### src/rtl/bcd_pkg.sv
// Shared constants and types for the serial BCD-to-binary converter.
package bcd_pkg;

  localparam int BCD_DIGIT_W   = 4;
  localparam int BCD_MAX_DIGIT = 9;

  typedef enum logic {
    IDLE    = 1'b0,
    CONVERT = 1'b1
  } conv_state_e;

  // Smallest width that holds every value of n decimal digits (10^n - 1).
  function automatic int min_bin_width(input int n);
    longint unsigned limit;
    int w;
    limit = 64'd1;
    for (int i = 0; i < n; i++) begin
      limit = limit * 64'd10;
    end
    w = 0;
    while ((64'd1 << w) < limit) begin
      w++;
    end
    return w;
  endfunction

endpackage

### src/rtl/mul10_add_digit.sv
// One Horner step: acc*10 + digit over W bits, flagging a non-decimal digit.
module mul10_add_digit
  import bcd_pkg::*;
#(
  parameter int W = 14
) (
  input  logic [W-1:0]           acc_i,
  input  logic [BCD_DIGIT_W-1:0] digit_i,
  output logic [W-1:0]           result_o,
  output logic                   invalid_o
);

  // Shift-and-add keeps the multiply cheap; the sum wraps modulo 2^W by design.
  assign result_o  = (acc_i << 3) + (acc_i << 1) + W'(digit_i);
  assign invalid_o = (digit_i > BCD_DIGIT_W'(BCD_MAX_DIGIT));

endmodule

### src/rtl/bcd_to_binary_serial.sv
// Serial BCD-to-binary converter: one digit per clock, MSD first, start/busy/done handshake.
module bcd_to_binary_serial
  import bcd_pkg::*;
#(
  parameter int NUM_DIGITS = 4,
  parameter int OUT_WIDTH  = 14
) (
  input  logic                              clk,
  input  logic                              rst,
  input  logic                              start,
  input  logic [BCD_DIGIT_W*NUM_DIGITS-1:0] bcd_in,
  output logic                              busy,
  output logic                              done,
  output logic [OUT_WIDTH-1:0]              binary_out,
  output logic                              error
);

  localparam int SR_W  = BCD_DIGIT_W * NUM_DIGITS;
  localparam int CNT_W = $clog2(NUM_DIGITS + 1);

  // A narrow OUT_WIDTH is legal: results then wrap silently with no overflow flag.
  if (OUT_WIDTH < min_bin_width(NUM_DIGITS)) begin : g_out_width_wraps
  end

  conv_state_e            state_q, state_d;
  logic [SR_W-1:0]        shreg_q, shreg_d;
  logic [OUT_WIDTH-1:0]   acc_q, acc_d;
  logic [CNT_W-1:0]       cnt_q, cnt_d;
  logic                   err_q, err_d;
  logic                   busy_q, busy_d;
  logic                   done_q, done_d;
  logic [OUT_WIDTH-1:0]   bin_q, bin_d;
  logic                   error_q, error_d;

  logic [OUT_WIDTH-1:0]   step_s;
  logic                   invalid_s;

  mul10_add_digit #(
    .W(OUT_WIDTH)
  ) u_step (
    .acc_i    (acc_q),
    .digit_i  (shreg_q[SR_W-1 -: BCD_DIGIT_W]),
    .result_o (step_s),
    .invalid_o(invalid_s)
  );

  // Next-state and datapath update for the conversion FSM.
  always_comb begin
    state_d = state_q;
    shreg_d = shreg_q;
    acc_d   = acc_q;
    cnt_d   = cnt_q;
    err_d   = err_q;
    busy_d  = busy_q;
    done_d  = 1'b0;
    bin_d   = bin_q;
    error_d = error_q;
    case (state_q)
      IDLE: begin
        if (start) begin
          shreg_d = bcd_in;
          acc_d   = '0;
          cnt_d   = '0;
          err_d   = 1'b0;
          busy_d  = 1'b1;
          state_d = CONVERT;
        end else begin
          state_d = IDLE;
        end
      end
      CONVERT: begin
        acc_d   = step_s;
        shreg_d = shreg_q << BCD_DIGIT_W;
        cnt_d   = cnt_q + CNT_W'(1);
        err_d   = err_q | invalid_s;
        if (cnt_q == CNT_W'(NUM_DIGITS - 1)) begin
          bin_d   = step_s;
          error_d = err_q | invalid_s;
          done_d  = 1'b1;
          busy_d  = 1'b0;
          state_d = IDLE;
        end else begin
          state_d = CONVERT;
        end
      end
      default: begin
        state_d = IDLE;
        busy_d  = 1'b0;
      end
    endcase
  end

  // State and output registers with synchronous reset.
  always_ff @(posedge clk) begin
    if (rst) begin
      state_q <= IDLE;
      shreg_q <= '0;
      acc_q   <= '0;
      cnt_q   <= '0;
      err_q   <= 1'b0;
      busy_q  <= 1'b0;
      done_q  <= 1'b0;
      bin_q   <= '0;
      error_q <= 1'b0;
    end else begin
      state_q <= state_d;
      shreg_q <= shreg_d;
      acc_q   <= acc_d;
      cnt_q   <= cnt_d;
      err_q   <= err_d;
      busy_q  <= busy_d;
      done_q  <= done_d;
      bin_q   <= bin_d;
      error_q <= error_d;
    end
  end

  assign busy       = busy_q;
  assign done       = done_q;
  assign binary_out = bin_q;
  assign error      = error_q;

endmodule

### config.mk
export PLATFORM = sky130hd
export DESIGN_NAME = bcd_to_binary_serial
export DESIGN_NICKNAME = d
export VERILOG_FILES = /design/src/rtl/bcd_pkg.sv /design/src/rtl/mul10_add_digit.sv /design/src/rtl/bcd_to_binary_serial.sv
export SDC_FILE = /design/constraint.sdc
export NUM_CORES = 1
export LEC_CHECK = 0
export ABC_AREA = 1
export BUFFER_PORTS_ARGS = -buffer_cell sky130_fd_sc_hd__buf_2
export CORE_MARGIN = 5
export CORE_UTILIZATION = 35
export DETAILED_ROUTE_END_ITERATION = 10
export PLACE_DENSITY = 0.52
export SYNTH_ARGS = -nofsm -noshare
export SYNTH_HDL_FRONTEND = slang
export SYNTH_SLANG_ARGS = --single-unit
### constraint.sdc
create_clock -name clk -period 2.1 [get_ports clk]
set_input_delay 0.105 -clock clk [delete_from_list [all_inputs] [get_ports clk]]
set_output_delay 0.105 -clock clk [all_outputs]
set_load 0.1 [all_outputs]
==> results of run 1 <==
## power breakdown
group,internal [W],switching [W]
registers,0.000993,0.0000165
clock network,0.000233,0.000349
logic,0.0000712,0.000125
total,0.00130,0.000490
## cell usage after synthesis (2+ instances only)
library cell	count
a21oi_1	26
a21oi_2	2
a22o_1	3
a22oi_1	6
buf_2	9
clkbuf_1	3
dfxtp_1	51
fa_1	2
ha_1	24
inv_1	44
nand2_1	142
nand3_1	27
nand3b_1	2
nand4_1	2
nor2_1	19
nor3_1	2
o21ai_0	2
or2_0	2
xnor2_1	3
xor2_1	2
## sequential cells by signal, indices dropped and copies added, names as in the netlist
signal	count
acc_q	13
binary_out	14
busy	1
cnt_q	3
done	1
err_q	1
error	1
shreg_q	16
state_q	1
## final cells by class
class                      instances  area, sq um  area share
multi-input combinational        271         1523      0.4721
sequential                        51         1026      0.3181
timing repair buffer              51        295.3     0.09154
inverter                          44        165.2     0.05120
tap                              102        127.6     0.03957
clock buffer                       5        68.82     0.02133
clock inverter                     3        20.02    0.006206
## critical path, stage by stage (launching register included)
cell,delay [ps]
dfxtp_2,340
inv_2,40
fa_1,590
inv_2,60
ha_4,260
nand2_1,50
nor2_1,120
nand3_1,120
nand3_1,100
nand2_1,70
nand3_1,80
a21oi_1,60
## worst min path at each step
stage / from / endpoint / slack, ps / cells past startpoint
after floorplan: bcd_in[0] / shreg_q[0]$_SDFFE_PP0P_ / 250 / 2
after global placement: bcd_in[2] / shreg_q[2]$_SDFFE_PP0P_ / 360 / 3
after detailed placement: bcd_in[2] / shreg_q[2]$_SDFFE_PP0P_ / 360 / 3
after CTS: bcd_in[2] / shreg_q[2]$_SDFFE_PP0P_ / 20 / 3
after global routing: bcd_in[2] / shreg_q[2]$_SDFFE_PP0P_ / 50 / 3
final: bcd_in[2] / shreg_q[2]$_SDFFE_PP0P_ / 30 / 3
## per-layer routing
metal	GRT usage	routed length, um	vias to the layer above
met5	0	0	-
met4	0.03834	55	0
met3	0.03000	251	4
met2	0.2377	3063	42
met1	0.1931	3320	1103
li1	-	-	1284
## what timing repair did
item,in CTS,in global routing
endpoints found under the hold margin,0,0
pin swaps,1,6
endpoints found under the setup margin,10,17
gates cloned,0,0
setup buffers,0,1
resized for setup,4,22
## metrics by stage
step / worst slack (ps) / cell area [sq um] / std cells
after floorplan: 81.46 / 2694 / 379
after global placement: 7.128 / 3048 / 518
after detailed placement: -17.67 / 3048 / 518
after CTS: 1.820 / 3156 / 526
after global routing: -12.21 / 3226 / 527
final: 89.29 / 3226 / 527
## kinds of logic (layout without fill, tap and decap cells)
family / count (synthesis) / after routing
simple gates: 200 / 200
buf+inv: 57 / 103
flops: 51 / 51
compound gates: 40 / 40
fa+ha+maj: 26 / 26
xor+xnor: 5 / 5
## layout by cell type, fill, tap and decap left out, types with 6 or more instances in the layout
cell / Yosys / routed
a22oi_1: 6 / 6
nand2_2: 1 / 7
nor2_1: 19 / 18
a21oi_1: 26 / 25
buf_2: 9 / 35
inv_1: 44 / 41
dfxtp_1: 51 / 47
nand2_1: 142 / 136
ha_1: 24 / 20
nand3_1: 27 / 23
buf_4: 1 / 16
==> results.py, run 1 <==
metrics = {
    "worst_setup_path": {
        "crit_path_start": "acc_q[0]$_SDFFE_PP0P_",
        "cp.arrival_ps": 2200,
        "required_ps": 2290,
        "r2r-end": "acc_q[11]$_SDFFE_PP0P_",
        "r2r_start": "acc_q[0]$_SDFFE_PP0P_",
        "worstPathMaxFanout": 2,
        "r2r_cells": 11,
        "crit_type": "flip-flop to flip-flop",
        "crit_path_end_kind": "flip-flop",
        "startpoint_type": "flip-flop",
        "endpoint": "acc_q[11]$_SDFFE_PP0P_",
        "reg2reg_slack_ps": 90,
    },
    "yosys": {
        "yosys_warnings": 0,
        "synthAdderAreaFrac": 0.1263,
        "yosys.area_share.simple": 0.3056,
        "syn_inst": 379,
        "synth_cell_types": 26,
        "ys_seq_area_frac": 0.3790,
        "synth_xor_area_frac": 0.01626,
        "syn_nets": 424,
        "avgSynthCellArea_sq_um": 7.108,
        "synth_flop_cell": "dfxtp_1",
        "synthTopCellsByArea": "dfxtp_1 38%, nand2_1 20%, ha_1 11%",
        "yosysTopAreaCell": "dfxtp_1",
        "synth_top_family_by_area": "simple AND/OR/NAND/NOR gates",
        "synth_edf_count": 0,
        "yosysTopAreaCellShare": 0.3790,
        "synth_compound_area_frac": 0.08778,
        "synth_area_sq_um": 2694,
        "async_reset_ff_frac": 0,
        "synthMuxAreaShare": 0,
        "synth-seq-cells": 51,
    },
    "sta": {
        "slew_viol_final": 0,
        "fin_hold_ws_ps": 28.67,
        "period_share": 0.9575,
        "worst_pin_slew_ps": 497.3,
        "period_needed_ps": 2011,
        "final.setup.tns_ps": 0,
        "max_freq_mhz": 497.3,
        "finalSetupViolCount": 0,
        "relSlewSlack": 0.6708,
        "hold_viol": 0,
        "fin_worst_skew_ps": 9.553,
    },
    "cells_and_area": {
        "drive_gt1_frac": 0.2118,
        "fin_util": 0.4240,
        "syn2layout_area_growth_pct": 19.74,
        "diodes": 0,
        "layout.nets": 469,
        "fill_cells": 822,
    },
    "run": {
        "drv_cap": 0,
    },
    "clock_network": {
        "clock_latency_ps": 310,
        "htree_levels": 2,
        "cts.sinks": 51,
        "cts.root.buffer_cell": "clkbuf_8",
        "clk_pin_slew_ps": 100,
        "holdBufCountCts": 0,
        "cts_tree": "built",
        "numCtsBuffers": 5,
        "cts.path.max_buffers": 2,
    },
    "floorplan": {
        "ios": 36,
        "die-area_sq_um": 9551,
        "core_sq_um": 7607,
        "die_h_um": 97.73,
        "row_count": 32,
        "die_w_um": 97.73,
        "initial_core_util": 0.3541,
    },
    "route": {
        "drtPass1Iterations": 4,
        "antenna_left": 0,
        "drc_errors": 0,
        "wl_per_cell_um": 12.69,
        "wirelength_mm": 6.690,
        "drt_iter0_markers": 106,
        "vias": 2433,
        "vias_per_cell": 4.617,
    },
    "placement": {
        "place_hpwl_mm": 5.021,
        "gp_congestion": 0.8389,
        "portBuffers": 35,
    },
    "power_and_ir_drop": {
        "power_density_nw_per_um2": 554.0,
        "p_leak_nw": 1.691,
        "finalPower_w": 0.001787,
        "ir_drop_mv": 0.3035,
    },
    "global_route": {
        "grt_max_degree": 23,
        "grt_usage": 0.1444,
        "grt_pass1_wl_mm": 11.37,
        "antenna_found_initial": 0,
        "grt_pass1_vias": 2374,
        "gr-total-overflow": 0,
    },
    "hold_path": {
        "hold_path_class": "primary input to flip-flop",
    },
    "run_status": {
        "status": "finished clean",
    },
}
Power figures use the tool's default switching activity.
==> inputs of run 2 (changes only) <==
--- a/config.mk
+++ b/config.mk
@@ -5,12 +5,11 @@
 export SDC_FILE = /design/constraint.sdc
 export NUM_CORES = 1
 export LEC_CHECK = 0
-export ABC_AREA = 1
 export BUFFER_PORTS_ARGS = -buffer_cell sky130_fd_sc_hd__buf_2
 export CORE_MARGIN = 5
 export CORE_UTILIZATION = 35
 export DETAILED_ROUTE_END_ITERATION = 10
-export PLACE_DENSITY = 0.52
+export PLACE_DENSITY = 0.5
 export SYNTH_ARGS = -nofsm -noshare
 export SYNTH_HDL_FRONTEND = slang
 export SYNTH_SLANG_ARGS = --single-unit
==> constraint.sdc (replaced) <==
create_clock -name clk -period 1.87 [get_ports clk]
set_input_delay 0.0935 -clock clk [delete_from_list [all_inputs] [get_ports clk]]
set_output_delay 0.0935 -clock clk [all_outputs]
set_load 0.1 [all_outputs]
==> run 2 against run 1 <==
Effect of this change: sequential cell count unchanged; count of clock-buffer cells in the layout unchanged; global-route usage grew 0.24 points; maximum frequency shrank 14%; the flow now finishes with violations (setup timing); sequential power up 13%; highest routed layer unchanged; die area rose by 2.8%; clock power grew 31%; register-to-register slack worse by 540 ps; synthesized cell count fell by 14%; critical path type unchanged; worst setup slack lost 540 ps; clock skew fell by 2.3 ps.
==> results.py, run 2 <==
metrics = {
    "worst_setup_path": {
        "r2r_cells": 10,
        "required_ps": 2120,
        "r2r-end": "binary_out[13]$_SDFFE_PP0P_",
        "worstPathMaxFanout": 4,
        "crit_path_end_kind": "flip-flop",
        "startpoint_type": "flip-flop",
        "crit_type": "flip-flop to flip-flop",
        "r2r_start": "acc_q[0]$_SDFFE_PP0P_",
        "reg2reg_slack_ps": -450,
        "cp.arrival_ps": 2570,
    },
    "yosys": {
        "avgSynthCellArea_sq_um": 8.520,
        "synth_cell_types": 49,
        "synth_area_sq_um": 2778,
        "synth_flop_cell": "dfxtp_1",
        "async_reset_ff_frac": 0,
        "synthTopCellsByArea": "dfxtp_1 37%, ha_1 11%, nor2_1 6.9%",
        "ys_top_cells_by_count": "51 x dfxtp_1, 51 x nor2_1, 33 x a21oi_1",
        "ys_seq_area_frac": 0.3676,
        "synth-seq-cells": 51,
        "yosys_warnings": 0,
        "synth_edf_count": 0,
        "syn_nets": 371,
        "syn_inst": 326,
        "yosysTopAreaCellShare": 0.3676,
        "yosysTopAreaCell": "dfxtp_1",
    },
    "floorplan": {
        "die-area_sq_um": 9818,
        "ios": 36,
        "die_w_um": 99.09,
        "die_h_um": 99.09,
        "initial_core_util": 0.3595,
        "row_count": 32,
        "core_sq_um": 7727,
    },
    "cells_and_area": {
        "stdcell_count": 491,
        "diodes": 0,
        "postLayoutCellArea_sq_um": 3612,
        "largest_reg_flops": 16,
        "regMostFlops": "shreg_q",
        "final_common_cell": "nor2_1",
        "layout.nets": 434,
        "syn2layout_area_growth_pct": 30.04,
        "drive_gt1_frac": 0.3033,
        "final_cell_mix": "51 x nor2_1, 49 x dfxtp_1, 40 x buf_4",
        "fill_cells": 781,
    },
    "placement": {
        "placed_cells": 476,
        "dpl-instance-area_sq_um": 3261,
        "pre_cts_slack_ps": -464.8,
        "portBuffers": 35,
        "place_hpwl_mm": 5.025,
        "gp_congestion": 0.7625,
    },
    "route": {
        "vias": 2510,
        "antenna_left": 0,
        "wirelength_mm": 7.057,
        "drt_iter0_markers": 72,
        "drc_errors": 0,
        "wl_per_cell_um": 14.37,
        "vias_per_cell": 5.112,
        "drtPass1Iterations": 4,
    },
    "global_route": {
        "met1_usage": 0.2129,
        "antenna_found_initial": 0,
        "grt_max_degree": 30,
        "grt.busiest_layer": "met2",
        "grt_pass1_vias": 2446,
        "grt_util_met2": 0.2231,
        "gr-total-overflow": 0,
        "grt_usage": 0.1469,
        "use_met3": 0.03043,
        "grt_pass1_wl_mm": 11.83,
    },
    "sta": {
        "relSlewSlack": 0.6799,
        "rsz0062_at_grt": "true",
        "final.setup.tns_ps": -6465,
        "hold_viol": 0,
        "fin_worst_skew_ps": 7.248,
        "finalSetupViolCount": 21,
        "slew_viol_final": 0,
        "period_needed_ps": 2325,
        "period_share": 1.243,
        "layout_setup_ws_ps": -454.6,
        "worst_pin_slew_ps": 480.1,
        "max_freq_mhz": 430.2,
    },
    "clock_network": {
        "cts.sinks": 51,
        "cts.root.buffer_cell": "clkbuf_8",
        "numCtsBuffers": 5,
        "cts.path.max_buffers": 2,
        "holdBufCountCts": 0,
        "cts_tree": "built",
        "htree_levels": 2,
        "clk_pin_slew_ps": 100,
        "clock_latency_ps": 300,
    },
    "hold_path": {
        "hold_path_end": "shreg_q[3]$_SDFFE_PP0P_",
        "hold_path_class": "primary input to flip-flop",
        "min_from": "bcd_in[3]",
        "min_path_cells": 3,
    },
    "power_and_ir_drop": {
        "p_leak_nw": 1.692,
        "ir_drop_mv": 0.3450,
        "power_density_nw_per_um2": 601.5,
    },
    "run_status": {
        "status": "finished, violations left",
        "violations": "setup timing",
    },
    "run": {
        "drv_cap": 0,
    },
}
## run 2: changes by cell type in the layout (fill, tap and decap cells not counted), moves of 8 or more
| cell | previous run | this run |
|---|---|---|
| buf_4 | 16 | 40 |
| inv_1 | 41 | 8 |
| and3_1 | 0 | 8 |
| nor3_1 | 2 | 12 |
| mux2i_1 | 0 | 17 |
| nand3_1 | 23 | 8 |
| nor2_1 | 18 | 51 |
| nand2_1 | 136 | 17 |
## run 2: report_power, final
group	internal, W	switching [W]
Clock	0.000392	0.000371
Sequential	0.00112	0.0000218
Combinational	0.000115	0.000158
## run 2: cells by family after synthesis
group,synth area share
DFF,0.3676
and+or+nand+nor,0.2108
buffers and inverters,0.05360
muxes,0.06126
xor gates and xnor gates,0.01892
AOI/OAI and AO/OA,0.1653
adders and majority gates,0.1225
## run 2: repair_timing
| item | CTS | global route |
|---|---|---|
| pin swaps | 14 | 17 |
| buffers inserted | 2 | 6 |
| endpoints found under the setup margin | 19 | 20 |
| resized for setup | 12 | 21 |
## run 2: per-layer routing
layer | wire length [um] | up-vias
met5 | 0 | -
met2 | 3188 | 34
li1 | - | 1282
met3 | 255 | 9
met1 | 3561 | 1185
met4 | 51 | 0
## run 2: through the flow
| stage | total power (W) | utilization | hold WS (ps) |
|---|---|---|---|
| final | 0.002173 | 0.4675 | 75.20 |
| after global routing | 0.002283 | 0.4675 | 108.0 |
| after CTS | 0.002188 | 0.4459 | 66.66 |
| after detailed placement | 0.001409 | 0.4220 | 402.5 |
| after global placement | 0.001410 | 0.4220 | 383.8 |
| after floorplan | 0.001330 | - | 280.3 |
## run 2: area by class of cell
| cell class | instances | area (sq um) | share of cell area |
|---|---|---|---|
| Clock inverter | 2 | 37.54 | 0.01039 |
| Inverter | 12 | 45.04 | 0.01247 |
| Tap cell | 102 | 127.6 | 0.03533 |
| Timing Repair Buffer | 78 | 509.2 | 0.1410 |
| Multi-Input combinational cell | 241 | 1800 | 0.4984 |
| Clock buffer | 5 | 68.82 | 0.01905 |
| Sequential cell | 51 | 1023 | 0.2833 |
## run 2: worst max-delay path by stage
stage | startpoint | endpoint | slack, ps | cells after the start
detailed placement | acc_q[2]$_SDFFE_PP0P_ | acc_q[10]$_SDFFE_PP0P_ | -460 | 8
floorplan | acc_q[2]$_SDFFE_PP0P_ | acc_q[11]$_SDFFE_PP0P_ | -350 | 9
global route | acc_q[0]$_SDFFE_PP0P_ | acc_q[11]$_SDFFE_PP0P_ | -580 | 9
finish | acc_q[0]$_SDFFE_PP0P_ | binary_out[13]$_SDFFE_PP0P_ | -450 | 10
CTS | acc_q[2]$_SDFFE_PP0P_ | acc_q[11]$_SDFFE_PP0P_ | -460 | 9
global placement | acc_q[2]$_SDFFE_PP0P_ | acc_q[10]$_SDFFE_PP0P_ | -430 | 8
## run 2: worst max-delay path, cell delays in order (launching register included)
cell      delay [ps]
dfxtp_2          340
inv_2             40
fa_1             570
inv_2             50
ha_4             270
a211oi_4          60
o21bai_4         250
buf_6            150
o21bai_4          60
a2111o_1         410
nand3_1           70
==> inputs of run 3 (changes only) <==
--- a/config.mk
+++ b/config.mk
@@ -7,9 +7,11 @@
 export LEC_CHECK = 0
 export BUFFER_PORTS_ARGS = -buffer_cell sky130_fd_sc_hd__buf_2
 export CORE_MARGIN = 5
-export CORE_UTILIZATION = 35
+export CORE_UTILIZATION = 57
 export DETAILED_ROUTE_END_ITERATION = 10
-export PLACE_DENSITY = 0.5
+export PLACE_DENSITY = 0.76
+export SKIP_CTS_REPAIR_TIMING = 1
+export SLEW_MARGIN = 5
 export SYNTH_ARGS = -nofsm -noshare
 export SYNTH_HDL_FRONTEND = slang
 export SYNTH_SLANG_ARGS = --single-unit
==> run 3 against run 2 <==
Effect of this change: the flow still finishes with violations (setup timing); utilization grew 27 points; clock power grew 3.8%; die area shrank 35%; maximum frequency is essentially flat; routed wire length shrank 9.8%; sequential power is essentially flat; combinational power shrank 3%; sequential share of layout area grew 1.2 points; cell count shrank 8.4%; sequential cell count is the same; first-iteration DRC count grew 130%; non-clock buffer count shrank 7.
==> results.py, run 3 (synthesis gave the netlist of run 2 again) <==
metrics = {
    "run_status": {
        "status": "finished, violations left",
        "violations": "setup timing",
    },
    "worst_setup_path": {
        "required_ps": 2080,
        "startpoint_type": "flip-flop",
        "r2r_cells": 9,
        "crit_type": "flip-flop to flip-flop",
        "cp.arrival_ps": 2530,
        "r2r_start": "shreg_q[15]$_SDFFE_PP0P_",
        "r2r-end": "acc_q[11]$_SDFFE_PP0P_",
        "crit_path_start": "shreg_q[15]$_SDFFE_PP0P_",
        "worstPathMaxFanout": 4,
        "crit_slowest_cell": "fa_2",
        "crit_chain": "inv_2 > fa_2 > inv_2 > ha_4 > a211oi_4 > o21bai_4 > a31oi_4 > nor4_1 > a311o_1",
        "crit_path_end_kind": "flip-flop",
        "reg2reg_slack_ps": -460,
        "worst_path_most_repeated_cell": "inv_2",
        "slowest_delay_ps": 600,
    },
    "sta": {
        "finalSetupViolCount": 19,
        "final.setup.tns_ps": -5543,
        "period_needed_ps": 2327,
        "relSlewSlack": 0.6616,
        "slew_viol_final": 0,
        "layout_setup_ws_ps": -456.9,
        "fin_hold_ws_ps": 62.19,
        "hold_viol": 0,
        "max_freq_mhz": 429.8,
        "period_share": 1.244,
        "fin_worst_skew_ps": 7.995,
        "rsz0062_at_grt": "true",
        "worst_pin_slew_ps": 511.1,
    },
    "global_route": {
        "gr-total-overflow": 0,
        "grt_usage": 0.2046,
        "grt_max_degree": 37,
        "antenna_found_initial": 0,
        "grt_pass1_vias": 2379,
        "grt_pass1_wl_mm": 10.43,
    },
    "hold_path": {
        "min_path_cells": 3,
        "hold_path_end": "shreg_q[3]$_SDFFE_PP0P_",
        "min_from": "bcd_in[3]",
        "hold_path_class": "primary input to flip-flop",
    },
    "power_and_ir_drop": {
        "switching_share": 0.2555,
        "pwr-share-comb": 0.120,
        "p_sw_w": 0.0005595,
        "p_leak_nw": 1.662,
        "power.share.sequential": 0.518,
        "ir_drop_mv": 0.4759,
        "p_int_w": 0.001630,
        "power_density_nw_per_um2": 630.4,
        "finalPower_w": 0.002190,
        "clkPwrFrac": 0.362,
    },
    "floorplan": {
        "core_sq_um": 4723,
        "die_h_um": 79.81,
        "initial_core_util": 0.5881,
        "die-area_sq_um": 6369,
        "row_count": 25,
        "die_w_um": 79.81,
        "ios": 36,
    },
    "placement": {
        "portBuffers": 35,
        "place_hpwl_mm": 4.545,
        "gp_congestion": 0.8843,
        "placed_cells": 441,
    },
    "route": {
        "drtPass1Iterations": 4,
        "antenna_left": 0,
        "drt_iter0_markers": 163,
        "vias": 2506,
        "vias_per_cell": 5.569,
        "wirelength_mm": 6.368,
        "drc_errors": 0,
        "wl_per_cell_um": 14.15,
    },
    "cells_and_area": {
        "largest_reg_flops": 16,
        "regMostFlops": "shreg_q",
        "drive_gt1_frac": 0.2820,
        "final_common_cell": "nor2_1",
        "stdcell_count": 450,
        "diodes": 0,
        "fill_cells": 344,
        "syn2layout_area_growth_pct": 25.05,
        "final_cell_mix": "51 x nor2_1, 48 x dfxtp_1, 36 x buf_4",
        "layout.nets": 427,
    },
    "clock_network": {
        "numCtsBuffers": 5,
        "cts.root.buffer_cell": "clkbuf_8",
        "cts.sinks": 51,
        "cts_tree": "built",
        "clk_pin_slew_ps": 100,
        "cts.path.max_buffers": 2,
        "htree_levels": 2,
        "clock_latency_ps": 310,
    },
    "run": {
        "drv_cap": 0,
    },
}
run 3: changes by cell type in the layout (fill, tap and decap cells not counted), moves of 2 or more:
| cell | delta |
|---|---|
| a21oi_1 | +2 |
| a21oi_2 | -2 |
| buf_4 | -4 |
| buf_6 | -3 |
run 3: power by group through the flow:
stage | Combinational, W | Sequential, W | Clock [W]
3_3_place_gp | 0.000241 | 0.00116 | 0
4_1_cts | 0.000247 | 0.00113 | 0.000806
3_5_place_dp | 0.000246 | 0.00116 | 0
6_report | 0.000264 | 0.00113 | 0.000792
2_1_floorplan | 0.000161 | 0.00117 | 0
5_1_grt | 0.000292 | 0.00114 | 0.000869
run 3: worst max path at each step:
stage / slack, ps / cells after the start / endpoint
2_1_floorplan: -350 / 9 / acc_q[11]$_SDFFE_PP0P_
3_3_place_gp: -430 / 9 / acc_q[11]$_SDFFE_PP0P_
3_5_place_dp: -430 / 9 / acc_q[11]$_SDFFE_PP0P_
4_1_cts: -460 / 9 / acc_q[11]$_SDFFE_PP0P_
5_1_grt: -570 / 9 / acc_q[11]$_SDFFE_PP0P_
6_report: -460 / 9 / acc_q[11]$_SDFFE_PP0P_
run 3: metal layers:
layer / up-vias / part of all wire / routed length [um] / global-route usage
met3: 9 / 0.051 / 327 / 0.04853
li1: 1266 / - / - / -
met4: 0 / 0.012 / 74 / 0.06250
met2: 57 / 0.51 / 3230 / 0.3639
met5: - / 0 / 0 / 0
met1: 1174 / 0.43 / 2736 / 0.2425
run 3: cell type report:
cell class	count	area [sq um]	share of cell area
flip-flops and latches	51	1025	0.2950
multi-input cells	241	1758	0.5061
well taps	67	83.83	0.02414
clock buffers	5	68.82	0.01981
inverters	12	45.04	0.01297
repair buffers	71	445.4	0.1282
clock inverters	3	47.55	0.01369
run 3: critical path, delay by kind of cell (launching register included):
kind	cells	cell delay, ps
buffers and inverters	2	100
AO/OA/AOI/OAI	4	910
AND/OR/NAND/NOR	1	60
flip-flops	1	340
adder cells (fa/ha/maj)	2	820
run 3: per-stage QoR:
stage	setup slack [ps]	utilization	cell area [sq um]
after floorplan	-348.3	-	2799
after global placement	-429.9	0.6811	3217
after detailed placement	-431.8	0.6811	3217
after CTS	-456.7	0.7057	3333
after global routing	-571.1	0.7354	3473
final	-456.9	0.7354	3473
